`src/rtl/tmds_encoder_if.sv`:
```
// TMDS encoder pixel-side bus: colour component, control bits, data enable and the encoded symbol.
interface tmds_encoder_if;
  logic [7:0] din;
  logic       de;
  logic       c0;
  logic       c1;
  logic [9:0] dout;

  modport master (output din, de, c0, c1, input dout);
  modport slave  (input din, de, c0, c1, output dout);
endinterface

```
`src/rtl/tmds_encoder.sv`:
```
// DVI 1.0 TMDS 8b/10b encoder, two-stage pipeline (transition minimisation, then DC balancing).
// Define TMDS_REG_IN_EN to add an input register stage ahead of stage 1 (latency 3 instead of 2).
module tmds_encoder (
  input  logic           pixel_clk,
  input  logic           rst,
  tmds_encoder_if.slave  bus
);
  localparam logic [9:0] CTRL_00 = 10'b1101010100;
  localparam logic [9:0] CTRL_01 = 10'b0010101011;
  localparam logic [9:0] CTRL_10 = 10'b0101010100;
  localparam logic [9:0] CTRL_11 = 10'b1010101011;

  logic [7:0] w_din;
  logic       w_de;
  logic       w_c0;
  logic       w_c1;

`ifdef TMDS_REG_IN_EN
  logic [7:0] r_in_din;
  logic       r_in_de;
  logic       r_in_c0;
  logic       r_in_c1;

  always_ff @(posedge pixel_clk or posedge rst) begin
    if (rst) begin
      r_in_din <= '0;
      r_in_de  <= 1'b0;
      r_in_c0  <= 1'b0;
      r_in_c1  <= 1'b0;
    end else begin
      r_in_din <= bus.din;
      r_in_de  <= bus.de;
      r_in_c0  <= bus.c0;
      r_in_c1  <= bus.c1;
    end
  end

  assign w_din = r_in_din;
  assign w_de  = r_in_de;
  assign w_c0  = r_in_c0;
  assign w_c1  = r_in_c1;
`else
  assign w_din = bus.din;
  assign w_de  = bus.de;
  assign w_c0  = bus.c0;
  assign w_c1  = bus.c1;
`endif

  // Stage 1: transition-minimised q_m
  logic [3:0] w_n1d;
  logic       w_use_xnor;
  logic [8:0] w_qm;

  always_comb begin
    w_n1d = '0;
    for (int unsigned i = 0; i < 8; i++) w_n1d = w_n1d + {3'b000, w_din[i]};
  end

  assign w_use_xnor = (w_n1d > 4'd4) || ((w_n1d == 4'd4) && !w_din[0]);

  always_comb begin
    w_qm    = '0;
    w_qm[0] = w_din[0];
    for (int unsigned i = 1; i < 8; i++)
      w_qm[i] = w_use_xnor ? ~(w_qm[i-1] ^ w_din[i]) : (w_qm[i-1] ^ w_din[i]);
    w_qm[8] = ~w_use_xnor;
  end

  logic [8:0] r_qm;
  logic       r_de;
  logic       r_c0;
  logic       r_c1;

  always_ff @(posedge pixel_clk or posedge rst) begin
    if (rst) begin
      r_qm <= '0;
      r_de <= 1'b0;
      r_c0 <= 1'b0;
      r_c1 <= 1'b0;
    end else begin
      r_qm <= w_qm;
      r_de <= w_de;
      r_c0 <= w_c0;
      r_c1 <= w_c1;
    end
  end

  // Stage 2: DC balancing against the running disparity
  logic        [3:0] w_n1q;
  logic        [3:0] w_n0q;
  logic signed [4:0] w_diff;
  logic signed [4:0] r_cnt;
  logic signed [4:0] w_cnt_nxt;
  logic        [9:0] w_dout;
  logic        [9:0] r_dout;
  logic              w_cnt_pos;
  logic              w_cnt_neg;

  always_comb begin
    w_n1q = '0;
    for (int unsigned i = 0; i < 8; i++) w_n1q = w_n1q + {3'b000, r_qm[i]};
  end

  assign w_n0q     = 4'd8 - w_n1q;
  assign w_diff    = $signed({1'b0, w_n1q}) - $signed({1'b0, w_n0q});
  assign w_cnt_neg = r_cnt[4];
  assign w_cnt_pos = !r_cnt[4] && (r_cnt != '0);

  always_comb begin
    w_dout    = CTRL_00;
    w_cnt_nxt = '0;
    if (!r_de) begin
      case ({r_c1, r_c0})
        2'b00:   w_dout = CTRL_00;
        2'b01:   w_dout = CTRL_01;
        2'b10:   w_dout = CTRL_10;
        default: w_dout = CTRL_11;
      endcase
    end else if ((r_cnt == '0) || (w_n1q == w_n0q)) begin
      w_dout    = {~r_qm[8], r_qm[8], r_qm[8] ? r_qm[7:0] : ~r_qm[7:0]};
      w_cnt_nxt = r_cnt + (r_qm[8] ? w_diff : -w_diff);
    end else if ((w_cnt_pos && (w_n1q > w_n0q)) || (w_cnt_neg && (w_n0q > w_n1q))) begin
      w_dout    = {1'b1, r_qm[8], ~r_qm[7:0]};
      w_cnt_nxt = r_cnt + $signed({3'b000, r_qm[8], 1'b0}) - w_diff;
    end else begin
      w_dout    = {1'b0, r_qm[8], r_qm[7:0]};
      w_cnt_nxt = r_cnt + w_diff - $signed({3'b000, ~r_qm[8], 1'b0});
    end
  end

  always_ff @(posedge pixel_clk or posedge rst) begin
    if (rst) begin
      r_dout <= CTRL_00;
      r_cnt  <= '0;
    end else begin
      r_dout <= w_dout;
      r_cnt  <= w_cnt_nxt;
    end
  end

  assign bus.dout = r_dout;
endmodule

```
`src/flat_wrapper.sv`:
```
// flat-port wrapper written by rule: the top's interface ports become plain ports
module tmds_encoder_flat 
  (pixel_clk, rst, bus_din, bus_de, bus_c0, bus_c1, bus_dout);
  tmds_encoder_if bus_i ();
  input  logic pixel_clk;
  input  logic rst;
  input wire logic [$bits(bus_i.din)-1:0] bus_din;
  input wire logic [$bits(bus_i.de)-1:0] bus_de;
  input wire logic [$bits(bus_i.c0)-1:0] bus_c0;
  input wire logic [$bits(bus_i.c1)-1:0] bus_c1;
  output wire logic [$bits(bus_i.dout)-1:0] bus_dout;
  assign bus_i.din = bus_din;
  assign bus_i.de = bus_de;
  assign bus_i.c0 = bus_c0;
  assign bus_i.c1 = bus_c1;
  assign bus_dout = bus_i.dout;
  tmds_encoder u_core (.pixel_clk(pixel_clk), .rst(rst), .bus(bus_i));
endmodule
```
`config.mk`:
```
export PLATFORM = sky130hd
export DESIGN_NAME = tmds_encoder_flat
export DESIGN_NICKNAME = d
export VERILOG_FILES = /design/src/rtl/tmds_encoder_if.sv /design/src/rtl/tmds_encoder.sv /design/src/flat_wrapper.sv
export SDC_FILE = /design/constraint.sdc
export NUM_CORES = 1
export LEC_CHECK = 0
export CORE_MARGIN = 8
export CORE_UTILIZATION = 62
export DETAILED_ROUTE_END_ITERATION = 16
export PLACE_DENSITY = 0.95
export SLEW_MARGIN = 20
export SYNTH_ARGS = -nofsm -noshare
export SYNTH_HDL_FRONTEND = slang
export SYNTH_SLANG_ARGS = --single-unit
```
`constraint.sdc`:
```
create_clock -name pixel_clk -period 8 [get_ports pixel_clk]
set_input_delay 1.2 -clock pixel_clk [delete_from_list [all_inputs] [get_ports pixel_clk]]
set_output_delay 1.2 -clock pixel_clk [all_outputs]
set_load 0.1 [all_outputs]
```
==> flow_summary_export.csv, run 1 <==
group,metric,value,unit
clock_network,clkTransAtPathRegs,0.15,ns
yosys,postSynthCellCount,229,
critical_path,worstPathRequired,8.24,ns
critical_path,critPathKind,"reg2reg",
sta,setup_viol,0,
yosys,syn_nets,277,
detailed_routing,ant_nets,0,
floorplan,die_h,75.8,µm
sta,fin_ws,2.23,ns
detailed_routing,vias,1756,
global_routing,grt_usage,18.4,%
detailed_routing,via_per_inst,5.91,
clock_network,clk_path_buf_depth,2,
yosys,synth.ff_latch_count,27,
sta,tightest_slew,1.09,ns
sta,post-route-period-util,72.2,%
sta,timing.max_slew.rel_slack,26.9,%
sta,max_freq,173,MHz
cells_and_area,seq_area,682,µm²
yosys,synth_area_leader_cell,"dfrtp_1",
global_routing,grt_pass1_vias,1835,
yosys,synth_fa_ha_area_share,24.2,%
yosys,ys_warn_count,0,
detailed_routing,routed_wl,4.84,mm
floorplan,ioPinCount,23,
yosys,synth_top_flop_cell,"dfrtp_1",
floorplan,initial_core_util,65.3,%
sta,final.setup_skew,0.00391,ns
yosys,yosys.area_share.xor_xnor,7.85,%
yosys,synth.avg_cell_area,9.67,µm²
sta,hold_viol,0,
floorplan,die_x,75.8,µm
clock_network,cts.sinks,27,
detailed_routing,first_pass_iters,4,
yosys,synth_compound_area_share,18.3,%
critical_path,start_kind,"register",
global_routing,grt_max_degree,28,
placed_design,pre_cts_slack,2.31,ns
yosys,yosysSeqAreaShare,30.8,%
clock_network,htree_levels,1,
hold_path,holdCritPathClass,"reg2reg",
critical_path,path_max_fanout,13,
sta,fin_tns_setup,0,ns
placed_design,place_congestion,0.890,
clock_network,cts_setup_buffers,0,
floorplan,die-area,5740,µm²
detailed_routing,drt_iter0_markers,223,
yosys,synth_top_family_by_area,"adder cells",
global_routing,antenna_found_initial,0,
run,max_cap_violations,0,
cells_and_area,fin_nets,300,
sta,final-max-slew-violation-count,0,
cells_and_area,multiInputGateArea,1370,µm²
yosys,async_reset_ff_share,100,%
yosys,netlist_area,2210,µm²
critical_path,endpoint_kind,"register",
yosys,synth_edf_count,0,
cells_and_area,final.fill_count,226,
cells_and_area,antennaDiodeCount,0,
yosys,ys_top_cells_by_area,"dfrtp_1, ha_1, fa_1",
sta,rsz0062_at_grt,"false",
cells_and_area,area_growth,13.2,%
yosys,synth_top_area_share,24.9,%
clock_network,cts_buffers,3,
placed_design,placed_cells,293,
placed_design,dp.final_hpwl,3.91,mm
placed_design,port_buffers,22,
yosys,ys_types,41,
detailed_routing,drc,0,
clock_network,tritoncts,"yes",
sta,period_needed,5.77,ns
floorplan,core_region_area,3390,µm²
floorplan,floorplan.rows,21,
critical_path,crit_arrival,6.01,ns
clock_network,cts_resized,0,
cells_and_area,stdcell_count,297,
yosys,muxShareOfSynthArea,0.452,%
cells_and_area,drive_gt1_share,6.37,%
clock_network,holdBufCountCts,0,
yosys,synthSimpleGateAreaFrac,10.8,%
global_routing,gr-total-overflow,0,
status,outcome,"finished clean",
clock_network,root_buffer,"clkbuf_4",
clock_network,insertion_delay,0.33,ns
global_routing,grt_pass1_wl,8.11,mm
detailed_routing,routedWlPerCell,16.3,µm
-- metrics by stage --
| step | util (%) | hold WS, ns | area (µm²) |
|---|---|---|---|
| floorplan | - | 0.442 | 2210 |
| global placement | 73.1 | 0.472 | 2480 |
| detailed placement | 73.1 | 0.479 | 2480 |
| CTS | 73.9 | 0.513 | 2510 |
| global route | 73.9 | 0.548 | 2510 |
| finish | 73.9 | 0.512 | 2510 |
-- synthesized netlist by cell type (all sizes together) (2+ instances only) --
master / instances
dfstp: 5
o21ai: 6
nand2b: 3
xor2: 6
nor4: 2
ha: 22
clkbuf: 3
nor3: 13
o31ai: 8
a21o: 5
o21a: 9
inv: 39
o41ai: 2
fa: 13
a21oi: 14
xnor2: 13
nand2: 5
nor2: 10
nor2b: 2
buf: 2
a31oi: 4
nand3: 5
dfrtp: 22
nor3b: 2
-- final cells by class --
class | count | area share (%)
Clock inverter | 1 | 0.200
Clock buffer | 3 | 0.899
Multi-Input combinational cell | 158 | 54.5
Tap cell | 46 | 2.30
Timing Repair Buffer | 23 | 9.09
Inverter | 39 | 5.84
Sequential cell | 27 | 27.2
-- flip-flops by register name, indices dropped and copies added (netlist names) --
register / cells
u_core.r_qm: 9
u_core.r_c0: 1
u_core.r_c1: 1
u_core.r_de: 1
u_core.bus.dout: 10
u_core.r_cnt: 5
-- logic make-up (layout without fill, tap and decap cells) --
logic type               after synthesis  after routing
AO/OA/AOI/OAI                         57             57
XOR/XNOR                              19             19
adder cells (fa/ha/maj)               35             35
buffers and inverters                 44             66
flip-flops                            27             27
multiplexers                           1              1
AND/OR/NAND/NOR                       46             46
-- worst max-delay path, cell delays in order (launching register included) --
cell and delay [ns]:
dfrtp_1 0.43, ha_1 0.29, inv_1 0.05, fa_1 0.55, fa_1 0.42, fa_1 0.41
fa_1 0.78, nand2_1 0.19, ha_1 0.46, nand2b_1 0.09, a21oi_1 0.29, nor2_1 0.14
xnor2_1 0.17, ha_1 0.32, a21oi_1 0.09, nor4_1 0.39, o211ai_1 0.12, and3b_1 0.20
a2111oi_2 0.27
-- layer usage --
metal,share of wire [%],track usage (%),routed length [µm],vias to the layer above
li1,-,-,-,825
met1,41,22.1,2000,858
met2,51,32.0,2460,60
met3,5.7,3.03,278,13
met4,2.2,6.61,108,0
met5,0,0,0,-
-- final timing paths --
kind / start / to / slack, ns / depth (start not counted)
max: u_core.r_qm[1] / u_core.r_cnt[4] / 2.23 / 18
min: u_core.r_cnt[0] / u_core.r_cnt[0] / 0.51 / 1
max reg2reg: u_core.r_qm[1] / u_core.r_cnt[4] / 2.23 / 18
min reg2reg: u_core.r_cnt[0] / u_core.r_cnt[0] / 0.51 / 1
max in group asynchronous: rst / u_core.r_qm[0] / 6.03 / 2
min in group asynchronous: rst / u_core.bus.dout[3] / 1.38 / 2
-- cells in the final DEF, fill, tap and decap left out, types with 6 or more instances in the layout --
cell,n
inv_1,38
xnor2_1,13
ha_1,22
clkdlybuf4s50_1,22
dfrtp_1,22
o21ai_0,6
fa_1,13
nor2_1,10
o21a_1,9
o31ai_1,8
a21oi_1,14
nor3_1,13
Power of run 1 is not shown: default switching activity piles up to over one toggle a cycle in this logic, so the estimate is an artifact.
==> run 2, diff against run 1 <==
--- a/config.mk
+++ b/config.mk
@@ -6,9 +6,9 @@
 export NUM_CORES = 1
 export LEC_CHECK = 0
 export CORE_MARGIN = 8
-export CORE_UTILIZATION = 62
+export CORE_UTILIZATION = 52
 export DETAILED_ROUTE_END_ITERATION = 16
-export PLACE_DENSITY = 0.95
+export PLACE_DENSITY = 0.86
 export SLEW_MARGIN = 20
 export SYNTH_ARGS = -nofsm -noshare
 export SYNTH_HDL_FRONTEND = slang
==> constraint.sdc (replaced) <==
create_clock -name pixel_clk -period 5.24 [get_ports pixel_clk]
set_input_delay 0.786 -clock pixel_clk [delete_from_list [all_inputs] [get_ports pixel_clk]]
set_output_delay 0.786 -clock pixel_clk [all_outputs]
set_load 0.1 [all_outputs]
==> flow_summary_export.csv, run 2 (synthesized netlist as in run 1, its figures left out) <==
group,metric,value,unit
status,outcome,"finished clean",
floorplan,die-area,6600,µm²
sta,final.setup_skew,0.00555,ns
placed_design,port_buffers,22,
detailed_routing,drc,0,
global_routing,grt_usage,15.1,%
floorplan,die_h,81.3,µm
sta,max_freq,199,MHz
detailed_routing,vias,1743,
global_routing,grt_max_degree,28,
hold_path,holdCritPathClass,"reg2reg",
hold_path,min_to,"u_core.r_cnt[0]",
critical_path,endpoint_kind,"register",
clock_network,root_buffer,"clkbuf_8",
clock_network,cts_buffers,3,
critical_path,rrSetupSlack,0.21,ns
floorplan,floorplan.rows,23,
detailed_routing,routedWlPerCell,14.9,µm
sta,timing.max_slew.rel_slack,34.5,%
placed_design,place_area,2510,µm²
placed_design,dp.final_hpwl,3.68,mm
global_routing,grt_pass1_wl,8.09,mm
sta,fin_tns_setup,0,ns
critical_path,r2r_start,"u_core.r_qm[1]",
cells_and_area,fin_nets,307,
cells_and_area,mostFrequentLayoutCells,"inv_1, clkdlybuf4s50_1, dfrtp_1",
detailed_routing,ant_nets,0,
detailed_routing,first_pass_iters,4,
cells_and_area,layout_commonest_cell,"inv_1",
global_routing,grt_pass1_vias,1759,
critical_path,crit_arrival,5.19,ns
detailed_routing,routed_wl,4.60,mm
clock_network,clkTransAtPathRegs,0.09,ns
critical_path,slowest_stage,"fa_1",
critical_path,critPathKind,"reg2reg",
clock_network,tritoncts,"yes",
hold_path,min_path_cells,1,
critical_path,start_kind,"register",
critical_path,critPathMaxStageDelay,0.55,ns
detailed_routing,drt_iter0_markers,115,
sta,period_needed,5.03,ns
critical_path,worstRegToRegCells,20,
clock_network,holdBufCountCts,0,
global_routing,gr-total-overflow,0,
run,max_cap_violations,0,
clock_network,clk_path_buf_depth,2,
detailed_routing,via_per_inst,5.66,
critical_path,path_max_fanout,7,
cells_and_area,area_growth,18.1,%
critical_path,crit_buf_inv,3,
global_routing,antenna_found_initial,0,
cells_and_area,final.fill_count,304,
floorplan,ioPinCount,23,
critical_path,worstPathRequired,5.40,ns
clock_network,htree_levels,1,
clock_network,cts.sinks,27,
cells_and_area,multiInputGateArea,1400,µm²
cells_and_area,drive_gt1_share,11.6,%
clock_network,insertion_delay,0.27,ns
hold_path,hold_path_startpoint,"u_core.r_cnt[0]",
critical_path,crit_chain,"ha_1, inv_1, fa_1, fa_1, fa_2, fa_2, xor2_2, inv_2, ha_4, nand2b_1, a21oi_1, nor2_1, xnor2_1, ha_1, a21oi_2, buf_4, nor4_2, o211ai_1, and3b_1, a2111oi_2",
sta,tightest_slew,0.980,ns
cells_and_area,seq_area,682,µm²
sta,post-route-period-util,96.1,%
sta,hold_viol,0,
critical_path,r2r-end,"u_core.r_cnt[4]",
sta,final-max-slew-violation-count,0,
cells_and_area,antennaDiodeCount,0,
cells_and_area,final_area,2620,µm²
sta,setup_viol,0,
placed_design,place_congestion,0.896,
floorplan,initial_core_util,54.6,%
cells_and_area,largest_reg_flops,10,
critical_path,critPathTopFamily,"adder cells",
floorplan,core_region_area,4060,µm²
floorplan,die_x,81.3,µm
run 2: worst max-delay path by stage:
| stage | from | to | slack, ns | depth (start not counted) |
|---|---|---|---|---|
| floorplan | u_core.r_qm[0] | u_core.r_cnt[4] | 0.06 | 19 |
| global placement | u_core.r_qm[0] | u_core.r_cnt[4] | 0.23 | 18 |
| detailed placement | u_core.r_qm[0] | u_core.r_cnt[4] | 0.05 | 19 |
| CTS | u_core.r_qm[1] | u_core.r_cnt[4] | 0.02 | 19 |
| global route | u_core.r_qm[1] | u_core.r_cnt[4] | -0.05 | 20 |
| finish | u_core.r_qm[1] | u_core.r_cnt[4] | 0.21 | 20 |
run 2: routing by layer:
layer | part of all wire (%) | up-vias | wire, µm | track usage [%]
met1 | 43 | 833 | 1990 | 19.9
met4 | 1.3 | 0 | 62 | 4.46
met5 | 0 | - | 0 | 0
li1 | - | 837 | - | -
met3 | 5.3 | 9 | 245 | 2.32
met2 | 50 | 64 | 2300 | 24.9
run 2: what timing repair did:
item                                    4_1_cts  5_1_grt
endpoints found under the setup margin        0       10
gates resized for setup                       0        8
buffers inserted                              0        3
run 2: layout make-up:
class | count | share of cell area, %
well taps | 50 | 2.39
clock buffers | 4 | 1.72
multi-input cells | 158 | 53.5
repair buffers | 30 | 10.7
inverters | 39 | 5.60
flip-flops and latches | 27 | 26.1
run 2: stage by stage:
step / util (%) / worst slack, ns / hold slack [ns] / std cells
floorplan: - / 0.0631 / 0.442 / 229
global placement: 61.9 / 0.233 / 0.470 / 301
detailed placement: 61.9 / 0.0481 / 0.492 / 301
CTS: 63.1 / 0.0162 / 0.514 / 305
global route: 64.5 / -0.0470 / 0.534 / 308
finish: 64.5 / 0.206 / 0.508 / 308
Power of run 2 is left out for the same reason.
==> run 3, diff against run 2 <==
--- a/config.mk
+++ b/config.mk
@@ -9,6 +9,7 @@
 export CORE_UTILIZATION = 52
 export DETAILED_ROUTE_END_ITERATION = 16
 export PLACE_DENSITY = 0.86
+export SETUP_SLACK_MARGIN = 0.3
 export SLEW_MARGIN = 20
 export SYNTH_ARGS = -nofsm -noshare
 export SYNTH_HDL_FRONTEND = slang
==> flow_summary_export.csv, run 3 (synthesized netlist as in run 1, its figures left out) <==
group,metric,value,unit
floorplan,floorplan.rows,23,
global_routing,grt_usage,14.9,%
critical_path,path_max_fanout,4,
detailed_routing,drc,0,
clock_network,tritoncts,"yes",
sta,fin_ws,0.446,ns
sta,timing.max_slew.rel_slack,33.0,%
critical_path,worstPathRequired,5.41,ns
global_routing,grt_pass1_wl,7.97,mm
cells_and_area,largest_reg_flops,10,
detailed_routing,drt_iter0_markers,164,
cells_and_area,antennaDiodeCount,0,
critical_path,crit_chain,"ha_1, inv_1, fa_1, fa_1, fa_2, fa_2, nand2_4, ha_4, nand2b_1, a21oi_2, nor2_2, xnor2_1, ha_1, a21oi_1, xor2_1, a21o_1, a21oi_1, a2111oi_2",
detailed_routing,via_per_inst,5.66,
critical_path,critPathMaxStageDelay,0.57,ns
floorplan,die_h,81.3,µm
placed_design,port_buffers,22,
sta,rsz0062_at_grt,"true",
sta,max_freq,209,MHz
hold_path,holdCritPathClass,"reg2reg",
global_routing,use_met1,18.6,%
run,max_cap_violations,0,
floorplan,ioPinCount,23,
sta,setup_viol,0,
floorplan,die_x,81.3,µm
cells_and_area,area_growth,18.9,%
clock_network,holdBufCountCts,0,
detailed_routing,first_pass_iters,4,
global_routing,grt.busiest_layer,"met2",
cells_and_area,layout_commonest_cell,"inv_1",
global_routing,grt_max_degree,28,
placed_design,pre_cts_slack,0.0609,ns
placed_design,place_congestion,0.914,
detailed_routing,routed_wl,4.61,mm
placed_design,place_area,2530,µm²
cells_and_area,final.fill_count,323,
cells_and_area,fin_nets,306,
detailed_routing,vias,1739,
global_routing,antenna_found_initial,0,
sta,post-route-period-util,91.5,%
sta,hold_viol,0,
global_routing,met3_usage,2.21,%
detailed_routing,ant_nets,0,
placed_design,dp.final_hpwl,3.62,mm
status,outcome,"finished clean",
clock_network,cts_buffers,3,
critical_path,critPathKind,"reg2reg",
cells_and_area,drive_gt1_share,12.8,%
cells_and_area,final_area,2630,µm²
critical_path,slowest_stage,"fa_2",
global_routing,gr-total-overflow,0,
sta,final-max-slew-violation-count,0,
critical_path,start_kind,"register",
sta,period_needed,4.79,ns
global_routing,use_met2,25.9,%
clock_network,clk_path_buf_depth,2,
global_routing,grt_pass1_vias,1801,
cells_and_area,mostFrequentLayoutCells,"inv_1, clkdlybuf4s50_1, dfrtp_1",
clock_network,root_buffer,"clkbuf_8",
floorplan,initial_core_util,54.6,%
detailed_routing,routedWlPerCell,15.0,µm
floorplan,core_region_area,4060,µm²
clock_network,htree_levels,1,
critical_path,crit_arrival,4.97,ns
sta,tightest_slew,1.00,ns
critical_path,critPathTopFamily,"adder cells",
critical_path,endpoint_kind,"register",
clock_network,clkTransAtPathRegs,0.09,ns
critical_path,crit_buf_inv,1,
sta,final.setup_skew,0.00622,ns
sta,fin_tns_setup,0,ns
floorplan,die-area,6600,µm²
clock_network,cts.sinks,27,
clock_network,insertion_delay,0.27,ns
==> run 3: path summary, 6_finish.rpt <==
kind | depth (start not counted) | slack, ns | end | start
setup / recovery | 18 | 0.45 | u_core.r_cnt[4] | u_core.r_qm[1]
hold / removal | 1 | 0.50 | u_core.r_cnt[0] | u_core.r_cnt[0]
setup reg to reg | 18 | 0.45 | u_core.r_cnt[4] | u_core.r_qm[1]
hold reg to reg | 1 | 0.50 | u_core.r_cnt[0] | u_core.r_cnt[0]
max in group asynchronous | 2 | 3.91 | u_core.r_cnt[1] | rst
min in group asynchronous | 2 | 0.90 | u_core.r_qm[6] | rst
==> run 3: routing by layer <==
| metal | up-vias | routed length [µm] |
|---|---|---|
| li1 | 835 | - |
| met4 | 0 | 54 |
| met1 | 835 | 1990 |
| met2 | 63 | 2320 |
| met3 | 6 | 247 |
| met5 | - | 0 |
==> run 3: repair_timing <==
item / 4_1_cts / 5_1_grt
buffers inserted: 2 / 3
gates resized for setup: 3 / 2
endpoints found under the setup margin: 3 / 10
pin swaps: 4 / 6
==> run 3: area by class of cell <==
class / instances / area, µm² / share of cell area, %
Timing Repair Buffer: 29 / 273 / 10.4
Sequential cell: 27 / 682 / 25.9
Inverter: 39 / 146 / 5.56
Tap cell: 50 / 62.6 / 2.38
Multi-Input combinational cell: 158 / 1430 / 54.1
Clock buffer: 4 / 45.0 / 1.71
==> run 3: through the flow <==
step	instances	util, %	hold WS [ns]
2_1_floorplan	229	-	0.442
3_3_place_gp	298	62.3	0.473
3_5_place_dp	298	62.3	0.477
4_1_cts	304	64.1	0.501
5_1_grt	307	64.9	0.530
6_report	307	64.9	0.495
Power of run 3 is left out for the same reason.
